**src/rtl/restoring_divider_pkg.sv**
```systemverilog
// Shared types and helpers for the restoring divider.
//   state_e   : control FSM states (idle, iterating, result cycle)
//   cnt_width : width of a down-counter that must hold the value n
package restoring_divider_pkg;

  typedef enum logic [1:0] {
    StIdle,
    StRun,
    StFin
  } state_e;

  function automatic int unsigned cnt_width(input int unsigned n);
    return $clog2(n + 1);
  endfunction

endpackage

```
**src/rtl/suma_parametrizable.sv**
```systemverilog
// Structural ripple-carry adder.
//   a, b : N-bit addends
//   cin  : carry in
//   sum  : N-bit sum
//   cout : carry out of the top bit
module suma_parametrizable #(
  parameter int unsigned N = 4
) (
  input  logic [N-1:0] a,
  input  logic [N-1:0] b,
  input  logic         cin,
  output logic [N-1:0] sum,
  output logic         cout
);

  logic [N:0] carry;

  assign carry[0] = cin;

  for (genvar i = 0; i < N; i++) begin : g_fa
    assign sum[i]     = a[i] ^ b[i] ^ carry[i];
    assign carry[i+1] = (a[i] & b[i]) | (carry[i] & (a[i] ^ b[i]));
  end

  assign cout = carry[N];

endmodule

```
**src/rtl/restoring_divider.sv**
```systemverilog
// Sequential unsigned restoring divider, one quotient bit per clock.
//   clk, rst    : clock (rising edge), asynchronous active-high reset
//   start       : launch request, accepted in idle or on the result cycle
//   dividend    : numerator, captured on acceptance
//   divisor     : denominator, captured on acceptance
//   quotient    : result quotient, held until the next accepted start
//   remainder   : result remainder, same validity as quotient
//   busy        : high while iterating
//   done        : one-cycle pulse, results valid
//   div_by_zero : captured divisor was zero (quotient all ones, remainder = dividend)
module restoring_divider
  import restoring_divider_pkg::*;
#(
  parameter int unsigned N = 4
) (
  input  logic         clk,
  input  logic         rst,
  input  logic         start,
  input  logic [N-1:0] dividend,
  input  logic [N-1:0] divisor,
  output logic [N-1:0] quotient,
  output logic [N-1:0] remainder,
  output logic         busy,
  output logic         done,
  output logic         div_by_zero
);

  localparam int unsigned CntW = cnt_width(N);

  state_e          state_q, state_d;
  logic [N-1:0]    d_q, d_d;
  logic [N-1:0]    q_q, q_d;
  logic [N-1:0]    r_q, r_d;
  logic [CntW-1:0] cnt_q, cnt_d;
  logic [N-1:0]    quo_q, quo_d;
  logic [N-1:0]    rem_q, rem_d;
  logic            dbz_q, dbz_d;

  logic [N:0]      trial;
  logic [N:0]      diff;
  logic            no_borrow;
  logic            diff_msb_unused;

  // Trial subtraction T - D as T + ~D + 1; carry out set means no borrow.
  assign trial = {r_q, q_q[N-1]};

  suma_parametrizable #(
    .N (N + 1)
  ) u_sub (
    .a    (trial),
    .b    (~{1'b0, d_q}),
    .cin  (1'b1),
    .sum  (diff),
    .cout (no_borrow)
  );

  // R < D always holds, so a successful subtraction never sets the top bit.
  assign diff_msb_unused = diff[N];

  always_comb begin
    state_d = state_q;
    d_d     = d_q;
    q_d     = q_q;
    r_d     = r_q;
    cnt_d   = cnt_q;
    quo_d   = quo_q;
    rem_d   = rem_q;
    dbz_d   = dbz_q;

    unique case (state_q)
      StIdle: ;
      StRun: begin
        if (no_borrow) begin
          r_d = diff[N-1:0];
          q_d = {q_q[N-2:0], 1'b1};
        end else begin
          r_d = trial[N-1:0];
          q_d = {q_q[N-2:0], 1'b0};
        end
        cnt_d = cnt_q - CntW'(1);
        if (cnt_q == CntW'(1)) begin
          state_d = StFin;
          quo_d   = q_d;
          rem_d   = r_d;
        end
      end
      StFin: state_d = StIdle;
      default: state_d = StIdle;
    endcase

    // Acceptance overrides the result-cycle return to idle (back-to-back).
    if (start && (state_q != StRun)) begin
      d_d   = divisor;
      q_d   = dividend;
      r_d   = '0;
      cnt_d = CntW'(N);
      if (divisor != '0) begin
        state_d = StRun;
        quo_d   = '0;
        rem_d   = '0;
        dbz_d   = 1'b0;
      end else begin
        state_d = StFin;
        quo_d   = '1;
        rem_d   = dividend;
        dbz_d   = 1'b1;
      end
    end
  end

  always_ff @(posedge clk or posedge rst) begin
    if (rst) begin
      state_q <= StIdle;
      d_q     <= '0;
      q_q     <= '0;
      r_q     <= '0;
      cnt_q   <= '0;
      quo_q   <= '0;
      rem_q   <= '0;
      dbz_q   <= 1'b0;
    end else begin
      state_q <= state_d;
      d_q     <= d_d;
      q_q     <= q_d;
      r_q     <= r_d;
      cnt_q   <= cnt_d;
      quo_q   <= quo_d;
      rem_q   <= rem_d;
      dbz_q   <= dbz_d;
    end
  end

  assign quotient    = quo_q;
  assign remainder   = rem_q;
  assign div_by_zero = dbz_q;
  assign busy        = (state_q == StRun);
  assign done        = (state_q == StFin);

endmodule

```
**config.mk**
```make
export PLATFORM = sky130hd
export DESIGN_NAME = restoring_divider
export DESIGN_NICKNAME = d
export VERILOG_FILES = /design/src/rtl/restoring_divider_pkg.sv /design/src/rtl/suma_parametrizable.sv /design/src/rtl/restoring_divider.sv
export SDC_FILE = /design/constraint.sdc
export NUM_CORES = 1
export LEC_CHECK = 0
export ABC_AREA = 0
export CAP_MARGIN = 20
export CORE_AREA = 2 2 54 56
export DETAILED_ROUTE_END_ITERATION = 6
export DIE_AREA = 0 0 56 58
export PLACE_DENSITY_LB_ADDON = 0.2
export SLEW_MARGIN = 20
export SYNTH_ARGS = -nofsm -noshare
export SYNTH_HDL_FRONTEND = slang
export SYNTH_HIERARCHICAL = 1
export SYNTH_SLANG_ARGS = --single-unit
export TNS_END_PERCENT = 100
```
**constraint.sdc**
```tcl
create_clock -name clk -period 5.5 [get_ports clk]
set_input_delay 1.1 -clock clk [delete_from_list [all_inputs] [get_ports clk]]
set_output_delay 1.1 -clock clk [all_outputs]
set_load 0.03 [all_outputs]
```
=== Yosys cells after proc, flatten, opt, wreduce, memory -nomap -nowiden ===
Index checks and enable logic that the tools add are counted.

* Register bits after elaboration: 26

* Add/subtract/negate cells: 1
* Equality and inequality tests: 6
* Mux-type cells: 21
* Bitwise logic cells: 24
* Reduce and logical (&&, ||, !) cells: 7

{| class="wikitable"
|+ Operators with widths
! kind !! count
|-
| $mux 4 || 13
|-
| $and 1x1->1 || 9
|-
| $xor 1x1->1 || 8
|-
| $mux 2 || 3
|-
| $mux 3 || 2
|-
| $not 4->5 || 1
|-
| $or 1x1->1 || 5
|-
| $pmux 2 s2 || 1
|-
| $reduce_and 2->1 || 2
|-
| $reduce_bool 2->1 || 2
|-
| $reduce_bool 4->1 || 1
|-
| $eq 3x1->1 const B || 1
|-
| $ne 3x1->1 const B || 1
|-
| $sub 3x1->3 const B || 1
|-
| $eq 2x1->1 const B || 1
|-
| $eq 2x2->1 const B || 1
|-
| $logic_not 2->1 || 1
|-
| $mux 1 || 2
|-
| $ne 2x1->1 const B || 1
|-
| $ne 2x2->1 const B || 1
|-
| $logic_and 1x1->1 || 1
|-
| $not 1->1 || 1
|}

=== Longest topological paths before layout ===
Gate-level depths: netlist (run 1).

* Word-level depth: 15
* Gate-level depth with buffers: 14

=== Modules after synthesis ===
The synthesis (run 1) kept the hierarchy.

{| class="wikitable"
|+ Modules (own cells, without submodules)
! module !! instances !! cells an instance !! area an instance (um^2) !! seq. area each (um^2)
|-
| restoring_divider || 1 || 110 || 1251.2 || 650.6
|-
| suma_parametrizable || 1 || 15 || 137.6 || 0.0
|}

=== Least setup slack after synthesis (run 1) ===
OpenSTA, ideal clock, no wires.

* Path type: register to register
* From: reg q_q[3]
* To: reg r_q[2]
* Setup time: 0.121 ns
* Data arrival time: 2.655 ns
* Data required time: 5.379 ns
* Setup slack: 2.724 ns
* Stages on the path, launching flop included: 13
* Path buffers: 1
* Clock period less this slack: 2.776 ns
* Path through: dfrtp_1 -> fa_1 -> inv_1 -> fa_1 -> inv_1 -> fa_1 -> fa_1 -> inv_1 -> fa_1 -> inv_1 -> buf_2 -> mux2_2 -> a22o_1

* Word-level cells in the longest chain between the ends: 13
* Elaborated cells between the ends (all ways): 15
* Classes of those cells: mux: 3; bitwise: 12

{| class="wikitable"
|+ Ends and longest elaborated chain
! element !! RTL line !! source
|-
| start: declaration || restoring_divider.sv:32 || <nowiki>logic [N-1:0] q_q, q_d;</nowiki>
|-
| start signal: assignment || restoring_divider.sv:124 || <nowiki>q_q <= q_d;</nowiki>
|-
| $and 1x1->1 or $xor 1x1->1 (tied branches) || suma_parametrizable.sv:22 || <nowiki>assign carry[i+1] = (a[i] & b[i]) | (carry[i] & (a[i] ^ b[i]));</nowiki>
|-
| $or 1x1->1 * || suma_parametrizable.sv:22 ||
|-
| $and 1x1->1 * || suma_parametrizable.sv:22 ||
|-
| $or 1x1->1 * || suma_parametrizable.sv:22 ||
|-
| $and 1x1->1 * || suma_parametrizable.sv:22 ||
|-
| $or 1x1->1 * || suma_parametrizable.sv:22 ||
|-
| $and 1x1->1 * || suma_parametrizable.sv:22 ||
|-
| $or 1x1->1 * || suma_parametrizable.sv:22 ||
|-
| $and 1x1->1 * || suma_parametrizable.sv:22 ||
|-
| $or 1x1->1 * || suma_parametrizable.sv:22 ||
|-
| named net no_borrow || restoring_divider.sv:41 || <nowiki>logic no_borrow;</nowiki>
|-
| $mux 4 * || restoring_divider.sv:73 || <nowiki>if (no_borrow) begin</nowiki>
|-
| $mux 4 * || restoring_divider.sv:70 || <nowiki>unique case (state_q)</nowiki>
|-
| $mux 4 * || restoring_divider.sv:92 || <nowiki>if (start && (state_q != StRun)) begin</nowiki>
|-
| end signal: assignment || restoring_divider.sv:125 || <nowiki>r_q <= r_d;</nowiki>
|-
| end: declaration || restoring_divider.sv:33 || <nowiki>logic [N-1:0] r_q, r_d;</nowiki>
|}

Mark *: on every way through the listed nets, which the timed path passes. The rest lies on a longest branch. The select of a mux whose other input is x is not followed.
A chain may end at the register's enable or synchronous reset.

=== Final worst setup path (run 1) ===
* From: reg state_q[1]
* To: out busy

* Word-level cells in the longest chain between the ends: 1

{| class="wikitable"
|+ Ends and longest elaborated chain
! element !! RTL line !! source
|-
| start: declaration || restoring_divider.sv:30 || <nowiki>state_e state_q, state_d;</nowiki>
|-
| start signal: assignment || restoring_divider.sv:113 || <nowiki>state_q <= StIdle;</nowiki>
|-
| start signal: assignment || restoring_divider.sv:122 || <nowiki>state_q <= state_d;</nowiki>
|-
| $eq 2x1->1 || restoring_divider.sv:136 || <nowiki>assign busy = (state_q == StRun);</nowiki>
|-
| end: declaration || restoring_divider.sv:23 || <nowiki>output logic busy,</nowiki>
|}

Every way passes these cells.

==> results of run 1 <==
-- sequential cells by signal, indices dropped and copies added (netlist names) --
signal / flops
r_q: 4
div_by_zero: 1
quotient: 4
state_q: 2
cnt_q: 3
d_q: 4
q_q: 4
remainder: 4
-- cells in the final DEF, fill, tap and decap left out, drive strengths merged --
cell and n:
bufinv 1, ha 2, and4bb 1, clkdlybuf4s50 21, clkbuf 3, a21o 2, and3b 1, nor2 1
or2 4, mux2 6, a31oi 1, o22ai 1, fa 5, nor4 1, and3 1, nand4 1
mux2i 11, nand2b 1, clkinv 1, conb 2, nor2b 2, a21oi 5, inv 16, or3 1
dfrtp 26, nand2 9, a32o 3, a211oi 2, nor3b 1, o21ai 8, a22o 1, nand3b 3
-- power by group through the flow --
| stage | Clock (uW) | Sequential (uW) | Combinational, uW |
|---|---|---|---|
| 2_1_floorplan | 0 | 388 | 309 |
| 3_3_place_gp | 0 | 336 | 492 |
| 3_5_place_dp | 0 | 342 | 507 |
| 4_1_cts | 136 | 338 | 509 |
| 5_1_grt | 141 | 349 | 560 |
| 6_report | 131 | 336 | 502 |
-- layer usage --
| layer | global-route usage | wire, um | vias to the layer above |
|---|---|---|---|
| met1 | 0.251 | 1180 | 472 |
| met5 | 0 | 0 | - |
| met3 | 0.0246 | 95 | 4 |
| met2 | 0.313 | 1350 | 20 |
| li1 | - | - | 454 |
| met4 | 0.0544 | 25 | 0 |
-- layout make-up --
cell class                 instances  share of cell area
inverter                          17              0.0386
timing repair buffer              21               0.127
clock buffer                       3              0.0136
multi-input combinational         76               0.386
sequential                        26               0.393
tap                               31              0.0234
clock inverter                     1              0.0182
-- how the worst max path moves through the flow --
stage | startpoint | endpoint | slack, ns | cells after the start
floorplan | q_q[3] | r_q[2] | 2.72 | 12
global placement | q_q[3] | remainder[1] | 2.64 | 12
detailed placement | q_q[3] | remainder[1] | 2.55 | 12
CTS | state_q[1] | busy | 2.31 | 3
global route | state_q[1] | busy | 2.22 | 3
finish | state_q[1] | busy | 2.34 | 3
-- through the flow --
step	util	std cells	hold WS [ns]
detailed placement	0.602	171	0.471
CTS	0.621	175	0.502
floorplan	-	125	0.458
global placement	0.602	171	0.462
global route	0.621	175	0.513
finish	0.621	175	0.494
==> impl_metrics.tcl, run 1 <==
set metrics [dict create \
    area_delta_synth_final_pct 19.4 \
    start_util 0.520 \
    drt_pass1_iterations 4 \
    postRouteAntennaNets 0 \
    setup_viol 0 \
    initialDrtViolationCount 23 \
    cp_slowest_cell "clkdlybuf4s50_1" \
    die_x_um 56 \
    slowest_delay_ns 0.72 \
    switching_power_uw 395 \
    avgRoutedWirePerCell_um 15.2 \
    worstMarginPinSlew_ns 0.914 \
    critPathKind "flop to primary output" \
    grt.overflow.total 0 \
    cp_max_fo 15 \
    min_from "div_by_zero" \
    final-seq-area_um2 651 \
    cts_tree "yes" \
    syn_area_um2 1390 \
    ctsResizeCount 0 \
    clk_pin_slew_worst_paths_ns 0.14 \
    timing.rr.start "q_q[3]" \
    p_comb_frac 0.518 \
    critPathTopFamily "buffers and inverters" \
    antennaDiodeCount 0 \
    maxCapViolCount 0 \
    clockBufferDepth 2 \
    cts_buffers 3 \
    ir_worst_vdd_uv 374 \
    dpl_worst_slack_ns 2.55 \
    hold_path_end "div_by_zero" \
    slew_headroom 0.387 \
    path_cells "nand2b_2 > inv_2 > clkdlybuf4s50_1" \
    grt_usage 0.185 \
    power_frac_clock 0.136 \
    cts_setup_buffers 0 \
    final-hold-violation-count 0 \
    dieArea_um2 3250 \
    fin_crit_sh 0.575 \
    final.setup.tns_ns 0 \
    place.gp.congestion 0.811 \
    vias 950 \
    grt_pass1_vias 991 \
    antenna_found_initial 0 \
    yosysWarnings 6 \
    cp_data_arrival_time_ns 2.06 \
    critPathRequiredTime_ns 4.40 \
    grt_max_degree 27 \
    start_kind "flop" \
    end_kind "primary output" \
    core_um2 2660 \
    regToRegSetupSlack_ns 2.53 \
    p_int_uw 575 \
    ios 22 \
    port_buffers 21 \
    placed_area_um2 1600 \
    powerDensity_nw_per_um2 587 \
    multi_input_area_um2 638 \
    syn_area_per_cell_um2 11.2 \
    cts_root_buf "clkbuf_4" \
    cts_sinks 26 \
    final_area_um2 1650 \
    r2r-end "remainder[1]" \
    timing.final.ws_setup_ns 2.34 \
    hold_depth 1 \
    htree_levels 1 \
    netlist_instances 124 \
    rsz0062_at_grt "false" \
    swShare 0.408 \
    placementRows 19 \
    hpwlAfterDp_um 1980 \
    static-leakage-power_uw 0.000759 \
    power_uw 970 \
    pwr-share-seq 0.347 \
    cts_hold_buffers 0 \
    path_buf_inv 2 \
    drcViolationCount 0 \
    status "completed" \
    final_layout_size_suffix_gt1_frac 0.118 \
    insertion_delay_ns 0.32 \
    grt_pass1_wl_um 4720 \
    min_path_type "flop to flop" \
    max_freq_mhz 316 \
    vias_per_cell 5.43 \
    rr_worst_depth 12 \
    drv_slew 0 \
    nets 163 \
    drt_wl_total_um 2660 \
    finClkSkew_ns 0.00644 \
    die-height_um 58 \
    post-route-min-period_ns 3.16 \
    nFillCells 222 \
]
No activity file was read; power rests on OpenSTA's default activity.
==> run 2: changes to the inputs <==
- CORE_AREA: 2 2 54 56 -> 2 2 80 44
- DIE_AREA: 0 0 56 58 -> 0 0 82 46
- clock period: 5.5 -> 2.5 ns (I/O delays scaled with it)
==> run 2 against run 1 <==
The flow now finishes with violations (negative setup slack). Setup slack worse by 2.7 ns. Via count rose by 7.4%. Highest routed layer unchanged. Hold slack worse by 0.010 ns.
==> impl_metrics.tcl, run 2 (same netlist as run 1, synthesis figures left out) <==
set metrics [dict create \
    vias_per_cell 5.20 \
    nets 173 \
    avgRoutedWirePerCell_um 15.8 \
    critPathTopFamily "adder cells" \
    start_kind "flop" \
    final_layout_size_suffix_gt1_frac 0.247 \
    cp_data_arrival_time_ns 3.06 \
    port_buffers 21 \
    end_kind "flop" \
    vias 1020 \
    rr_worst_depth 13 \
    placementRows 15 \
    dieArea_um2 3770 \
    worstMarginPinSlew_ns 0.556 \
    path_buf_inv 5 \
    drt_pass1_iterations 4 \
    fin_crit_sh 1.15 \
    grt_max_degree 27 \
    dp.cells 187 \
    antenna_found_initial 0 \
    nFillCells 269 \
    die-height_um 46 \
    rsz0062_at_grt "true" \
    powerDensity_nw_per_um2 1380 \
    min_path_type "flop to flop" \
    cts_buffers 3 \
    initialDrtViolationCount 77 \
    drv_slew 0 \
    ios 22 \
    multi_input_area_um2 659 \
    power_uw 2470 \
    cts_hold_buffers 0 \
    grt_pass1_vias 976 \
    grt_usage 0.182 \
    critPathRequiredTime_ns 2.68 \
    cts_sinks 26 \
    dpl_worst_slack_ns -0.354 \
    finClkSkew_ns 0.0102 \
    cp_max_fo 6 \
    layout_commonest_cell "dfrtp_1" \
    start_util 0.439 \
    cp_slowest_cell "dfrtp_1" \
    status "finished, violations left" \
    final-hold-violation-count 0 \
    final.setup.tns_ns -2.92 \
    maxCapViolCount 0 \
    fin_cells 196 \
    path_cells "inv_2 > fa_2 > inv_2 > fa_1 > inv_1 > fa_2 > fa_2 > inv_2 > fa_2 > clkinvlp_4 > mux2i_2 > nand2_1 > a32o_1" \
    r2r-end "remainder[1]" \
    min_from "div_by_zero" \
    violations "negative setup slack" \
    area_delta_synth_final_pct 29.0 \
    insertion_delay_ns 0.28 \
    layout_common_cells "dfrtp_1, clkdlybuf4s50_1, inv_1, buf_4" \
    cp_common_cell "fa_2" \
    critPathKind "flop to flop" \
    post-route-min-period_ns 2.89 \
    final-seq-area_um2 651 \
    hold_depth 1 \
    slew_headroom 0.629 \
    place.gp.congestion 0.792 \
    setup_viol 10 \
    final_util 0.567 \
    ir_worst_vdd_uv 574 \
    grt_pass1_wl_um 4950 \
    static-leakage-power_uw 0.000805 \
    clockBufferDepth 2 \
    postRouteAntennaNets 0 \
    drcViolationCount 0 \
    clk_pin_slew_worst_paths_ns 0.10 \
    hold_path_end "div_by_zero" \
    slowest_delay_ns 0.37 \
    die_x_um 82 \
    core_um2 3150 \
    timing.rr.start "d_q[0]" \
    cts_root_buf "clkbuf_8" \
    timing.final.ws_setup_ns -0.385 \
    antennaDiodeCount 0 \
    regToRegSetupSlack_ns -0.39 \
    hpwlAfterDp_um 2180 \
    drt_wl_total_um 3100 \
    htree_levels 1 \
    max_freq_mhz 347 \
    grt.overflow.total 0 \
    cts_tree "yes" \
]
[run 2: cell count changes in the layout (fill, tap and decap cells not counted), moves of 3 or more]
cell,change
clkbuf_4,-3
fa_1,-4
mux2i_2,+3
fa_2,+4
buf_4,+10
inv_2,+3
clkbuf_8,+3
mux2i_1,-3
inv_1,-3
[run 2: report_power, final]
part	switching [uW]	internal (uW)
Combinational	712	652
Clock	145	215
Sequential	133	615
Total	990	1480
[run 2: area by class of cell]
cell class / instances / share of cell area
repair buffers: 31 / 0.160
inverters: 17 / 0.0378
well taps: 42 / 0.0294
clock buffers: 3 / 0.0231
flip-flops and latches: 26 / 0.364
clock inverters: 1 / 0.0168
multi-input cells: 76 / 0.369
[run 2: worst max-delay path by stage]
stage                   endpoint   start  cells past startpoint  slack, ns
floorplan                 r_q[2]  d_q[0]                     13      -0.10
global placement    remainder[0]  d_q[0]                     13      -0.26
detailed placement  remainder[0]  d_q[0]                     13      -0.35
CTS                 remainder[1]  d_q[0]                     13      -0.37
global route        remainder[3]  d_q[0]                     13      -0.48
finish              remainder[1]  d_q[0]                     13      -0.39
[run 2: what timing repair did]
item | in CTS | in global routing
cloned | 0 | 0
pin swaps | 1 | 1
buffers inserted | 4 | 1
setup endpoints to repair | 9 | 10
gates resized for setup | 4 | 3
[run 2: per-layer routing]
| layer | track usage | up-vias | part of all wire |
|---|---|---|---|
| met5 | 0 | - | 0 |
| met4 | 0.0333 | 0 | 0.0093 |
| met3 | 0.0536 | 4 | 0.063 |
| met2 | 0.257 | 36 | 0.44 |
| met1 | 0.277 | 504 | 0.49 |
| li1 | - | 476 | - |
[run 2: metrics by stage]
step	instance area (um2)	hold WS, ns
6_report	1790	0.484
5_1_grt	1790	0.504
4_1_cts	1780	0.491
3_5_place_dp	1660	0.468
3_3_place_gp	1660	0.461
2_1_floorplan	1410	0.458
[run 2: worst reg2reg max path: stages, from the launching register on]
cell and delay [ns]:
dfrtp_1 0.37, inv_2 0.05, fa_2 0.35, inv_2 0.06, fa_1 0.15, inv_1 0.05, fa_2 0.35, fa_2 0.36
inv_2 0.07, fa_2 0.22, clkinvlp_4 0.18, mux2i_2 0.26, nand2_1 0.08, a32o_1 0.26
==> run 3: changes to the inputs <==
--- a/config.mk
+++ b/config.mk
@@ -12,3 +12,3 @@
 export DIE_AREA = 0 0 82 46
-export PLACE_DENSITY_LB_ADDON = 0.2
+export PLACE_DENSITY = 0.78
 export SLEW_MARGIN = 20
--- a/constraint.sdc
+++ b/constraint.sdc
@@ -3,2 +3,2 @@
 set_output_delay 0.5 -clock clk [all_outputs]
-set_load 0.03 [all_outputs]
+set_load 0.005 [all_outputs]
==> run 3 against run 2 <==
The flow still finishes with violations (negative setup slack). Maximum frequency grew 8.4%. Sequential power is 0.8% higher. Global-route usage down 1.2 points. Flip-flop and latch count stayed put. Clock power down 24%. Core utilization decreased by 0.52 points. First-iteration DRC count shrank 32%. Via count down 5.0%. Largest cell class unchanged. Highest routed layer unchanged.
==> impl_metrics.tcl, run 3 (same netlist as run 1, synthesis figures left out) <==
set metrics [dict create \
    critPathRequiredTime_ns 2.67 \
    hpwlAfterDp_um 2110 \
    final-hold-violation-count 0 \
    area_delta_synth_final_pct 27.8 \
    timing.rr.start "d_q[0]" \
    drt_pass1_iterations 4 \
    final_layout_size_suffix_gt1_frac 0.258 \
    grt.overflow.total 0 \
    p_int_uw 1390 \
    start_util 0.439 \
    drcViolationCount 0 \
    static-leakage-power_uw 0.000795 \
    switching_power_uw 806 \
    layout_commonest_cell "dfrtp_1" \
    regToRegSetupSlack_ns -0.16 \
    antenna_found_initial 0 \
    power_uw 2190 \
    clk_pin_slew_worst_paths_ns 0.09 \
    violations "negative setup slack" \
    swShare 0.368 \
    min_from "d_q[2]" \
    p_comb_frac 0.531 \
    multi_input_area_um2 679 \
    drv_slew 0 \
    dpl_worst_slack_ns -0.301 \
    finClkSkew_ns 0.00266 \
    place.gp.congestion 0.811 \
    htree_levels 1 \
    core_um2 3150 \
    holdWs_ns 0.521 \
    drt_wl_total_um 2810 \
    start_kind "flop" \
    min_path_type "flop to flop" \
    rr_worst_depth 13 \
    nFillCells 267 \
    antennaDiodeCount 0 \
    vias 969 \
    max_freq_mhz 376 \
    hold_depth 1 \
    postRouteAntennaNets 0 \
    vias_per_cell 5.02 \
    cts_buffers 3 \
    port_buffers 21 \
    r2r-end "remainder[1]" \
    dieArea_um2 3770 \
    die-height_um 46 \
    clockBufferDepth 2 \
    hold_path_end "d_q[2]" \
    die_x_um 82 \
    initialDrtViolationCount 52 \
    layout_common_cells "dfrtp_1, clkdlybuf4s50_1, inv_1, mux2i_1" \
    placementRows 15 \
    setup_viol 7 \
    ios 22 \
    rsz0062_at_grt "true" \
    status "finished, violations left" \
    fin_crit_sh 1.06 \
    critPathKind "flop to flop" \
    cts_tree "yes" \
    fin_cells 193 \
    cts_sinks 26 \
    grt_usage 0.170 \
    final-seq-area_um2 651 \
    cp_data_arrival_time_ns 2.83 \
    nets 170 \
    post-route-min-period_ns 2.66 \
    ir_worst_vdd_uv 483 \
    pwr-share-seq 0.344 \
    crit_start "d_q[0]" \
    grt_pass1_vias 926 \
    timing.final.ws_setup_ns -0.162 \
    cts_root_buf "clkbuf_8" \
    insertion_delay_ns 0.27 \
    grt_max_degree 27 \
    powerDensity_nw_per_um2 1240 \
    maxCapViolCount 0 \
    dp.cells 187 \
    cp_max_fo 5 \
    power_frac_clock 0.125 \
    end_kind "flop" \
    grt_pass1_wl_um 4580 \
    avgRoutedWirePerCell_um 14.5 \
]
[run 3: area by class of cell]
cell class,instances,area share
Tap cell,42,0.0297
Inverter,17,0.0375
Clock buffer,4,0.0311
Multi-Input combinational cell,76,0.384
Sequential cell,26,0.367
Timing Repair Buffer,28,0.151
[run 3: how the worst max path moves through the flow]
stage,end,slack (ns),cells past startpoint
final,remainder[1],-0.16,13
after global routing,remainder[1],-0.28,13
after CTS,remainder[1],-0.18,13
after detailed placement,remainder[1],-0.30,13
after global placement,remainder[1],-0.23,13
after floorplan,r_q[2],-0.10,13
[run 3: critical path, cell delays in order, from the launching register on]
cell and delay, ns:
dfrtp_1 0.37, inv_2 0.05, fa_2 0.34, inv_2 0.06, fa_2 0.18, inv_2 0.04, fa_2 0.33, fa_2 0.34
inv_2 0.06, fa_2 0.20, inv_4 0.06, mux2i_2 0.20, nand2_1 0.08, a32o_1 0.24
[run 3: power by group through the flow]
| stage | combinational [uW] | clock, uW | sequential, uW |
|---|---|---|---|
| after floorplan | 685 | 0 | 729 |
| after global placement | 972 | 0 | 743 |
| after detailed placement | 1000 | 0 | 759 |
| after CTS | 1080 | 281 | 752 |
| after global routing | 1300 | 296 | 777 |
| final | 1170 | 273 | 754 |
[run 3: what timing repair did]
| action | 4_1_cts | 5_1_grt |
|---|---|---|
| setup endpoints to repair | 9 | 10 |
| pin swaps | 1 | 3 |
| buffers inserted | 2 | 0 |
| hold buffers | 0 | 0 |
| resized for setup | 5 | 12 |
[run 3: per-stage QoR]
stage / TNS [ns] / util / instance area, um2
final: -0.855 / 0.562 / 1770
after detailed placement: -1.39 / 0.527 / 1660
after floorplan: -0.321 / - / 1410
after global routing: -1.92 / 0.562 / 1770
after CTS: -1.04 / 0.553 / 1740
after global placement: -0.803 / 0.527 / 1660
[run 3: routing by layer]
metal | global-route usage | wire [um]
met5 | 0 | 0
met4 | 0.0400 | 22
met3 | 0.0476 | 125
met2 | 0.255 | 1220
met1 | 0.244 | 1440
